--- src/rtl/clint_timer_pkg.sv ---
// Shared CLINT definitions: register offsets, interrupt codes,
// reset constants and the bus offset decoder.
package clint_timer_pkg;

    localparam logic [31:0] CLINT_MSIP        = 32'h0000_0000;
    localparam logic [31:0] CLINT_MTIMECMP_LO = 32'h0000_4000;
    localparam logic [31:0] CLINT_MTIMECMP_HI = 32'h0000_4004;
    localparam logic [31:0] CLINT_MTIME_LO    = 32'h0000_BFF8;
    localparam logic [31:0] CLINT_MTIME_HI    = 32'h0000_BFFC;

    localparam int TIME_INTERRUPT = 7;
    localparam int SOFT_INTERRUPT = 3;

    localparam logic [63:0] MTIMECMP_RST = 64'hFFFF_FFFF_FFFF_FFFF;

    localparam logic ST_IDLE = 1'b0;
    localparam logic ST_RESP = 1'b1;

    typedef enum logic [2:0] {
        SEL_NONE,
        SEL_MSIP,
        SEL_CMP_LO,
        SEL_CMP_HI,
        SEL_TIME_LO,
        SEL_TIME_HI
    } reg_sel_t;

    // Misaligned offsets never match an aligned constant, so they fall to NONE.
    function automatic reg_sel_t clint_decode(input logic [31:0] off);
        reg_sel_t sel;
        sel = SEL_NONE;
        if (off == CLINT_MSIP)        sel = SEL_MSIP;
        if (off == CLINT_MTIMECMP_LO) sel = SEL_CMP_LO;
        if (off == CLINT_MTIMECMP_HI) sel = SEL_CMP_HI;
        if (off == CLINT_MTIME_LO)    sel = SEL_TIME_LO;
        if (off == CLINT_MTIME_HI)    sel = SEL_TIME_HI;
        return sel;
    endfunction

endpackage

--- src/rtl/clint_timer_prescaler.sv ---
// Divides the core clock down to the mtime tick.
// tick is high in the cycle the counter sits at TICK_DIV-1.
module clint_prescaler #(
    parameter int TICK_DIV = 1
) (
    input  logic clk,
    input  logic rst_n,
    output logic tick
);

    localparam logic [15:0] LAST = 16'(TICK_DIV - 1);

    logic [15:0] cnt_q;

    assign tick = (cnt_q == LAST);

    always_ff @(posedge clk or negedge rst_n) begin
        if (!rst_n) begin
            cnt_q <= '0;
        end else if (tick) begin
            cnt_q <= '0;
        end else begin
            cnt_q <= cnt_q + 16'd1;
        end
    end

endmodule

--- src/rtl/clint_timer.sv ---
// Core-local interruptor: mtime, mtimecmp and msip on a
// valid/ready bus, plus registered timer/software interrupt levels.
module clint_timer
    import clint_timer_pkg::*;
#(
    parameter int ADDR_W   = 16,
    parameter int TICK_DIV = 1
) (
    input  logic              clk,
    input  logic              rst_n,
    input  logic              req_valid,
    output logic              req_ready,
    input  logic              req_we,
    input  logic [ADDR_W-1:0] req_addr,
    input  logic [31:0]       req_wdata,
    output logic              resp_valid,
    input  logic              resp_ready,
    output logic [31:0]       resp_rdata,
    output logic              resp_err,
    output logic              mtime_interrupt,
    output logic              software_interrupt
);

    logic        state_q;
    logic [63:0] mtime_q;
    logic [63:0] mtimecmp_q;
    logic        msip_q;

    logic        tick;
    logic        accept;
    logic        wr;
    logic        err;
    logic [31:0] rdata;
    reg_sel_t    sel;

    clint_prescaler #(
        .TICK_DIV(TICK_DIV)
    ) u_prescaler (
        .clk  (clk),
        .rst_n(rst_n),
        .tick (tick)
    );

    assign req_ready  = (state_q == ST_IDLE);
    assign resp_valid = (state_q == ST_RESP);
    assign accept     = req_valid && req_ready;
    assign wr         = accept && req_we;
    assign sel        = clint_decode(32'(req_addr));
    assign err        = (sel == SEL_NONE);

    always_comb begin
        rdata = '0;
        case (sel)
            SEL_MSIP:    rdata = {31'd0, msip_q};
            SEL_CMP_LO:  rdata = mtimecmp_q[31:0];
            SEL_CMP_HI:  rdata = mtimecmp_q[63:32];
            SEL_TIME_LO: rdata = mtime_q[31:0];
            SEL_TIME_HI: rdata = mtime_q[63:32];
            default:     rdata = '0;
        endcase
    end

    // A bus write to either mtime half wins over the tick, carry included.
    always_ff @(posedge clk or negedge rst_n) begin
        if (!rst_n) begin
            mtime_q <= '0;
        end else if (wr && sel == SEL_TIME_LO) begin
            mtime_q[31:0] <= req_wdata;
        end else if (wr && sel == SEL_TIME_HI) begin
            mtime_q[63:32] <= req_wdata;
        end else if (tick) begin
            mtime_q <= mtime_q + 64'd1;
        end
    end

    always_ff @(posedge clk or negedge rst_n) begin
        if (!rst_n) begin
            mtimecmp_q <= MTIMECMP_RST;
            msip_q     <= 1'b0;
        end else begin
            if (wr && sel == SEL_CMP_LO) mtimecmp_q[31:0]  <= req_wdata;
            if (wr && sel == SEL_CMP_HI) mtimecmp_q[63:32] <= req_wdata;
            if (wr && sel == SEL_MSIP)   msip_q            <= req_wdata[0];
        end
    end

    always_ff @(posedge clk or negedge rst_n) begin
        if (!rst_n) begin
            mtime_interrupt    <= 1'b0;
            software_interrupt <= 1'b0;
        end else begin
            mtime_interrupt    <= (mtime_q >= mtimecmp_q);
            software_interrupt <= msip_q;
        end
    end

    always_ff @(posedge clk or negedge rst_n) begin
        if (!rst_n) begin
            state_q    <= ST_IDLE;
            resp_rdata <= '0;
            resp_err   <= 1'b0;
        end else begin
            case (state_q)
                ST_IDLE: begin
                    if (accept) begin
                        state_q    <= ST_RESP;
                        resp_rdata <= req_we ? 32'd0 : rdata;
                        resp_err   <= err;
                    end
                end
                default: begin
                    if (resp_ready) state_q <= ST_IDLE;
                end
            endcase
        end
    end

endmodule

--- config.mk ---
export PLATFORM = sky130hd
export DESIGN_NAME = clint_timer
export DESIGN_NICKNAME = d
export VERILOG_FILES = /design/src/rtl/clint_timer_pkg.sv /design/src/rtl/clint_timer_prescaler.sv /design/src/rtl/clint_timer.sv
export SDC_FILE = /design/constraint.sdc
export NUM_CORES = 1
export LEC_CHECK = 0
export ABC_AREA = 1
export CAP_MARGIN = 30
export CORE_MARGIN = 1
export CORE_UTILIZATION = 30
export DETAILED_ROUTE_END_ITERATION = 8
export MAX_ROUTING_LAYER = met4
export PLACE_DENSITY = 0.51
export SYNTH_ARGS = -nofsm -noshare
export SYNTH_HDL_FRONTEND = slang
export SYNTH_SLANG_ARGS = --single-unit
export TNS_END_PERCENT = 100
--- constraint.sdc ---
create_clock -name clk -period 1.9 [get_ports clk]
set_input_delay 0.38 -clock clk [delete_from_list [all_inputs] [get_ports clk]]
set_output_delay 0.38 -clock clk [all_outputs]
set_load 0.01 [all_outputs]
# Word level (Yosys, flattened, before mapping)
# Index checks and enable logic that the tools add are counted.
[classes] n_mux=15 n_bitwise=2 add_sub_neg=2 n_reduce_logical=15 eq_ne=10 n_lt_le_gt_ge=1
[ops] operator="32-bit case mux with 5 select lines" count=1
[ops] operator="32-bit two-way mux" count=4
[ops] operator="64-bit by 1-bit adder with 64-bit output (second input constant)" count=1
[ops] operator="64-bit >= comparator" count=1
[ops] operator="64-bit two-way mux" count=1
[ops] operator="16-bit by 15-bit equality test with 1-bit output (second input constant)" count=2
[ops] operator="16-bit equality test (second input constant)" count=2
[ops] operator="16-bit zero test" count=2
[ops] operator="16-bit by 1-bit adder with 16-bit output (second input constant)" count=1
[ops] operator="16-bit two-way mux" count=1
[ops] operator="1-bit logical AND" count=7
[ops] operator="3-bit by 2-bit equality test with 1-bit output (second input constant)" count=2
[ops] operator="3-bit equality test (second input constant)" count=2
[ops] operator="3-bit two-way mux" count=2
[ops] operator="2-bit AND reduction" count=3
[ops] operator="1-bit two-way mux" count=4
[ops] operator="2-bit two-way mux" count=2
[ops] operator="2-bit nonzero test" count=2
[ops] operator="3-bit by 1-bit equality test with 1-bit output (second input constant)" count=1
[ops] operator="3-bit zero test" count=1
[ops] operator="2-bit inequality test (second input constant)" count=1
[ops] operator="1-bit NOT" count=2
[word_totals] output_inout_bits=37 word_cells=56 regBits=181

# Depth between registers and ports, before layout
# Gate-level depths: netlist of the first run.
[logic_depth] depth_word=10 depth_mapped=15

# Modules after synthesis
# Synthesis of the first run repeated with hierarchy kept, for this count alone.
[hier_totals] cells_unflattened=1886 area_unflattened_um2=12801.0
[modules_own_cells] module="clint_timer" cells_each=1769 instances=1 area_per_inst_um2=11897.7 seq_area_each_um2=4209.0
[modules_own_cells] module="clint_prescaler" cells_each=117 instances=1 area_per_inst_um2=903.4 seq_area_each_um2=400.4

# Worst setup path after synthesis of the first run
# OpenSTA, ideal clock, no wires.
[synth_timing] path_kind="register to register" start="register mtime_q[1]" end="register mtime_q[26]" synth_period_minus_slack_ns=1.726 arrival_ns=1.661 setup_ns=0.065 path_slack_ns=0.174 path_stages_with_launch=11 path_cell_list="dfrtp_1 ha_1 inv_1 nor2_1 nand2_1 nor2_1 nand2_1 or2_2 nand3_1 nand3_1 nand2_1"
[synth_via] elab_chain_cells=4
[synth_lines] element="start: declaration" line="clint_timer.sv:25" source="logic [63:0] mtime_q;"
[synth_lines] element="start signal: assignment" line="clint_timer.sv:68" source="mtime_q[31:0] <= req_wdata;"
[synth_lines] element="start signal: assignment" line="clint_timer.sv:72" source="mtime_q <= mtime_q + 64'd1;"
[synth_lines] element="64-bit by 1-bit adder with 64-bit output" line="clint_timer.sv:72"
[synth_lines] element="64-bit two-way mux" line="clint_timer.sv:71" source="end else if (tick) begin"
[synth_lines] element="32-bit two-way mux" line="clint_timer.sv:69" source="end else if (wr && sel == SEL_TIME_HI) begin"
[synth_lines] element="32-bit two-way mux" line="clint_timer.sv:67" source="end else if (wr && sel == SEL_TIME_LO) begin"
# No other way between the ends. The select of a mux whose other input is x is not followed.
# A chain may end at the register's enable or synchronous reset.

# Worst setup path after layout of the first run
[layout_timing] start="register mtimecmp_q[40]" end="register mtime_interrupt"
[layout_via] elab_chain_cells=1
[layout_lines] element="start: declaration" line="clint_timer.sv:26" source="logic [63:0] mtimecmp_q;"
[layout_lines] element="start signal: assignment" line="clint_timer.sv:82" source="if (wr && sel == SEL_CMP_HI) mtimecmp_q[63:32] <= req_wdata;"
[layout_lines] element="64-bit >= comparator" line="clint_timer.sv:92" source="mtime_interrupt <= (mtime_q >= mtimecmp_q);"
[layout_lines] element="end signal: assignment" line="clint_timer.sv:92"
[layout_lines] element="end: declaration" line="clint_timer.sv:20" source="output logic mtime_interrupt,"
# No other way between the ends.

==> results of run 1 <==
where the power goes:
| group | switching [mW] | internal, mW | total (mW) |
|---|---|---|---|
| combinational | 0.518 | 0.323 | 0.841 |
| clock | 1.83 | 1.92 | 3.75 |
| sequential | 0.0393 | 3.90 | 3.94 |
| total | 2.38 | 6.14 | 8.53 |
cells by family after synthesis:
| group | count (synthesis) | synth area share, % |
|---|---|---|
| AOI/OAI and AO/OA | 171 | 7.020 |
| xor gates and xnor gates | 17 | 1.168 |
| adders and majority gates | 67 | 6.578 |
| buffers and inverters | 284 | 8.729 |
| DFF | 181 | 36.17 |
| and+or+nand+nor | 1206 | 40.33 |
state kept, by name (all words and copies together), names as in the netlist:
name,flops
msip_q,1
mtime_interrupt,1
mtime_q,64
mtimecmp_q,64
resp_err,1
resp_rdata,32
resp_valid,1
software_interrupt,1
u_prescaler.cnt_q,16
cell type report:
class	instances	area, um^2
Multi-Input combinational cell	1461	7375
Timing Repair Buffer	345	3120
Clock inverter	12	135.1
Inverter	223	853.3
Fill cell	4436	24690
Sequential cell	181	4644
Clock buffer	20	456.7
Tap cell	539	674.4
metal layers:
layer  global-route usage, %  up-vias  routed length [um]
met4                   8.429        0                1570
met3                   3.985       70                3204
met1                   34.11     6567               24060
met5                       -        -                   0
li1                        -     6798                   -
met2                   37.68      397               22590
worst min path at each step:
stage | cells past startpoint | slack, ps | end
final | 2 | 350 | resp_rdata[31]
after global routing | 2 | 350 | resp_rdata[22]
after CTS | 2 | 320 | resp_rdata[23]
after detailed placement | 1 | 320 | resp_rdata[30]
after global placement | 1 | 320 | resp_rdata[30]
after floorplan | 0 | 80 | msip_q
cell usage after synthesis (all sizes together), types with 6 or more instances:
| library cell | number | area [um^2] |
|---|---|---|
| xor2 | 14 | 122.6 |
| or2 | 12 | 75.07 |
| nor2 | 226 | 905.9 |
| a21oi | 33 | 176.4 |
| nand4 | 67 | 419.2 |
| dfstp | 64 | 1682 |
| o21ai | 131 | 655.6 |
| nand2 | 660 | 2505 |
| clkbuf | 35 | 131.4 |
| inv | 221 | 829.6 |
| nand3 | 224 | 1131 |
| ha | 67 | 838.3 |
| buf | 26 | 142.6 |
| dfrtp | 117 | 2928 |
| nor3 | 6 | 30.03 |
critical path, delay by kind of cell, from the launching register on:
kind	cells	cell delay (ps)
adders and majority gates	1	250
buffers and inverters	2	220
DFF	1	570
and+or+nand+nor	6	820
what timing repair did:
action | in CTS | in global routing
gates cloned | 0 | 1
buffers inserted | 0 | 14
hold buffers | 1 | 0
resized for setup | 29 | 125
pin swaps | 3 | 15
hold endpoints to repair | 19 | 0
endpoints found under the setup margin | 22 | 67
stage by stage:
step / hold slack, ps / std cells / power [mW] / cell area, um^2 / worst slack [ps]
CTS: 323.4 / 2767 / 8.643 / 16790 / -12.68
global placement: 315.7 / 2734 / 4.823 / 16110 / -423.1
global route: 354.7 / 2781 / 8.893 / 17260 / -57.35
floorplan: 84.41 / 1926 / 4.327 / 12740 / 173.9
finish: 349.8 / 2781 / 8.528 / 17260 / -18.08
detailed placement: 315.1 / 2734 / 4.831 / 16110 / -473.4
==> results.toml, run 1 <==
[outcome]
status = "complete, but fails checks"
violations = "DRC, setup timing"

[timing]
max_freq_mhz = 521.4
hold_viol = 0
finalCriticalPeriod_ps = 1918
report.final.slew_viol_count = 0
rsz0062_at_grt = "yes"
finalSetupTns_ps = -18.08
slew_headroom_pct = 75.49
worst_pin_slew_ps = 366.5
post-route-period-util_pct = 101.0
setup_viol = 1
worst_slack_ps = -18.08
skew_ps = 11.57

[finish]
n_antenna_cell = 0
final_common_cell = "nand2_1"
drive_gt1_share_pct = 22.88
area_growth_pct = 35.43
final_util_pct = 41.15
final_cell_mix = "628 x nand2_1, 228 x buf_4, 219 x nand3_1"
final_net_count = 2349

[cts]
cts_root_buf = "clkbuf_16"
clk_latency_ps = 500
htreeDepth = 4
cts_buffer_depth = 2
cts.sink_count = 181
cts_tree = "done"
clk_pin_slew_ps = 80
cts-buffers-inserted = 17

[synthesis]
ys_ff_latch = 181
synth_cell_types = 38
seq_area_frac_synth_pct = 36.17
netlist_instances = 1926
async_reset_ff_share_pct = 100.0
synth-main-ff-cell = "dfrtp_1"
synth_edf_count = 0
syn-num-nets = 2046
yosysWarnings = 0
syn-cell-area_um2 = 12740
avgSynthCellArea_um2 = 6.617

[detailed_routing]
drc = 2
via_per_inst = 4.974
finalWirelength_mm = 51.43
drt_iter0_drc = 1140
final_antenna_net_count = 0
routedWlPerCell_um = 18.49
dr_total_vias = 13830
dr.pass1.iters = 8

[worst_setup_path]
criticalPathCategory = "reg -> reg"
timing.critical_path.to = "mtime_interrupt"
cp_max_fo = 2
cpMostUsedCell = "nand4_1"
cpMaxStageDelayCell = "dfstp_2"
cp-startpoint = "mtimecmp_q[40]"
crit_path_end_kind = "flip-flop"
crit_required_ps = 2330
crit_chain = "inv_2, ha_4, nand4_1, nor3_2, buf_4, nand3b_1, nor2_4, nand4_1, nand3_1"
crit_path_max_incr_delay_ps = 570
regToRegStartpoint = "mtimecmp_q[40]"
start_kind = "flip-flop"
reg2reg_to = "mtime_interrupt"
cp.arrival_ps = 2350
r2r_slack_ps = -20
rr_worst_depth = 9

[power]
irDropWorstVdd_mv = 0.6749
power.leakage_nw = 8.154
pwr_density_cell_nw_per_um2 = 494.1

[global_route]
first_global_vias = 13330
grt.total_usage_pct = 25.04
grt_overflow = 0
grt_antenna_before_repair = 1
grt_pass1_wl_mm = 78.98
grt_max_degree = 65

[place]
place_congestion = 0.9759
hpwl_mm = 40.67
port_buffers = 89

[floorplanning]
die_x_um = 208.1
initial_core_util_pct = 30.38
ioPinCount = 90
core_um2 = 41950
rows = 75
die_y_um = 208.1
dieArea_um2 = 43310

[job]
drv_cap = 0

[hold_path]
worstHoldPathType = "in -> async"
Note: power is estimated with default switching activity, not from simulation.
==> inputs of run 2 (changes only) <==
--- a/config.mk
+++ b/config.mk
@@ -10,7 +10,7 @@
 export CORE_MARGIN = 1
 export CORE_UTILIZATION = 30
 export DETAILED_ROUTE_END_ITERATION = 8
-export MAX_ROUTING_LAYER = met4
+export GPL_ROUTABILITY_DRIVEN = 0
 export PLACE_DENSITY = 0.51
 export SYNTH_ARGS = -nofsm -noshare
 export SYNTH_HDL_FRONTEND = slang
==> run 2 against run 1 <==
Total power fell by 1.6%; critical path type unchanged; sequential share of layout area rose by 0.68 points; flip-flop and latch count did not move; largest power group unchanged; non-clock buffer count fell by 46; the run ends with setup timing left; cell count fell by 1.7%; highest routed layer unchanged; clock skew barely moved.
==> results.toml, run 2 (synthesis results as in run 1) <==
[outcome]
status = "complete, but fails checks"
violations = "setup timing"

[worst_setup_path]
start_kind = "flip-flop"
regToRegStartpoint = "mtimecmp_q[41]"
cp_max_fo = 2
criticalPathCategory = "reg -> reg"
cp.arrival_ps = 2380
crit_required_ps = 2310
cp-startpoint = "mtimecmp_q[41]"
crit_path_end_kind = "flip-flop"

[cts]
clk_latency_ps = 480
clk_pin_slew_ps = 70
cts_root_buf = "clkbuf_16"
cts-buffers-inserted = 17
cts.sink_count = 181
cts_buffer_depth = 2
htreeDepth = 4
cts_tree = "done"

[power]
pwr-share-clk_pct = 42.6
sw_frac_of_total_pct = 27.02
power.leakage_nw = 7.902
pwr_density_cell_nw_per_um2 = 499.0
internal-power_mw = 6.127
irDropWorstVdd_mv = 0.3493
seq_power_share_pct = 46.9
p_switching_mw = 2.268
comb_power_share_pct = 10.5

[detailed_routing]
finalWirelength_mm = 49.21
via_per_inst = 4.994
drt_iter0_drc = 1330
routedWlPerCell_um = 17.99
dr.pass1.iters = 5
dr_total_vias = 13660
final_antenna_net_count = 0
drc = 0

[floorplanning]
die_y_um = 208.1
core_um2 = 41950
die_x_um = 208.1
dieArea_um2 = 43310
ioPinCount = 90
rows = 75
initial_core_util_pct = 30.38

[timing]
max_freq_mhz = 508.0
post-route-period-util_pct = 103.6
setup_viol = 1
rsz0062_at_grt = "yes"
worst_pin_slew_ps = 433.9
slew_headroom_pct = 70.88
report.final.slew_viol_count = 0
finalSetupTns_ps = -68.45
skew_ps = 11.17
worst_slack_ps = -68.45
finalCriticalPeriod_ps = 1968
hold_viol = 0

[place]
hpwl_mm = 38.80
dpl.cell_count = 2693
place_ws_ps = -474.0
port_buffers = 89

[global_route]
grt_max_degree = 65
grt_pass1_wl_mm = 74.74
grt.total_usage_pct = 22.92
first_global_vias = 12730
grt_antenna_before_repair = 1
grt_overflow = 0

[finish]
n_antenna_cell = 0
reg.largest.list = "mtime_q (64), mtimecmp_q (64), resp_rdata (32)"
final_common_cell = "nand2_1"
layoutNonFillerInstCount = 2735
drive_gt1_share_pct = 19.72
final_cell_mix = "641 x nand2_1, 220 x nand3_1, 211 x inv_1"
area_growth_pct = 32.03
final_net_count = 2303

[hold_path]
worstHoldPathType = "in -> async"

[job]
drv_cap = 0
[run 2: cell count changes in the layout (fill, tap and decap cells not counted), sizes merged]
cell	previous run	this run
clkinvlp	2	4
clkbuf	22	24
dlymetal6s2s	5	9
clkinv	5	4
buf	254	208
clkdlybuf4s50	82	78
inv	227	224
[run 2: repair_timing]
item,CTS,global route
pin swaps,2,17
setup buffers,0,9
endpoints found under the setup margin,15,64
endpoints found under the hold margin,18,0
cloned,0,1
hold buffers,1,0
gates resized for setup,17,96
[run 2: path summary, 6_finish.rpt]
kind,slack (ps),endpoint,cells past startpoint
hold reg to reg,410,software_interrupt,0
min in group clk,410,software_interrupt,0
setup reg to reg,-70,mtime_interrupt,9
max in group asynchronous,890,mtimecmp_q[37],3
setup / recovery,-70,mtime_interrupt,9
hold / removal,330,resp_rdata[31],2
[run 2: power by group through the flow]
stage          clock, mW  sequential [mW]  combinational (mW)
2_1_floorplan          0             4.02               0.308
3_3_place_gp           0             4.00               0.851
3_5_place_dp           0             4.00               0.862
4_1_cts             3.68             3.93               0.871
5_1_grt             3.81             3.94               0.983
6_report            3.58             3.94               0.884
[run 2: critical path: stages (launching register included)]
cell and delay (ps):
dfstp_2 590, inv_2 50, ha_4 260, nand4_1 100
nor3_2 250, buf_4 150, nand3b_1 180, nor2_4 160
nand4_1 80, nand3_1 70
[run 2: metrics by stage]
step | area (um^2) | hold slack (ps) | util, % | power [mW]
CTS | 16450 | 317.1 | 39.22 | 8.484
detailed placement | 15830 | 273.7 | 37.73 | 4.865
floorplan | 12740 | 84.41 | - | 4.327
global placement | 15830 | 271.7 | 37.73 | 4.853
finish | 16820 | 331.7 | 40.11 | 8.396
global route | 16820 | 321.6 | 40.11 | 8.729
[run 2: routing by layer]
layer / track usage [%] / part of all wire (%)
met1: 31.83 / 46
met2: 36.16 / 45
met3: 3.608 / 6.5
met4: 7.688 / 2.2
met5: 0 / 0
[run 2: area by class of cell]
| class | instances | area, um^2 |
|---|---|---|
| Clock buffer | 22 | 464.2 |
| Multi-Input combinational cell | 1461 | 7300 |
| Tap cell | 539 | 674.4 |
| Inverter | 223 | 848.3 |
| Timing Repair Buffer | 299 | 2799 |
| Fill cell | 4457 | 25120 |
| Clock inverter | 10 | 97.59 |
| Sequential cell | 181 | 4642 |
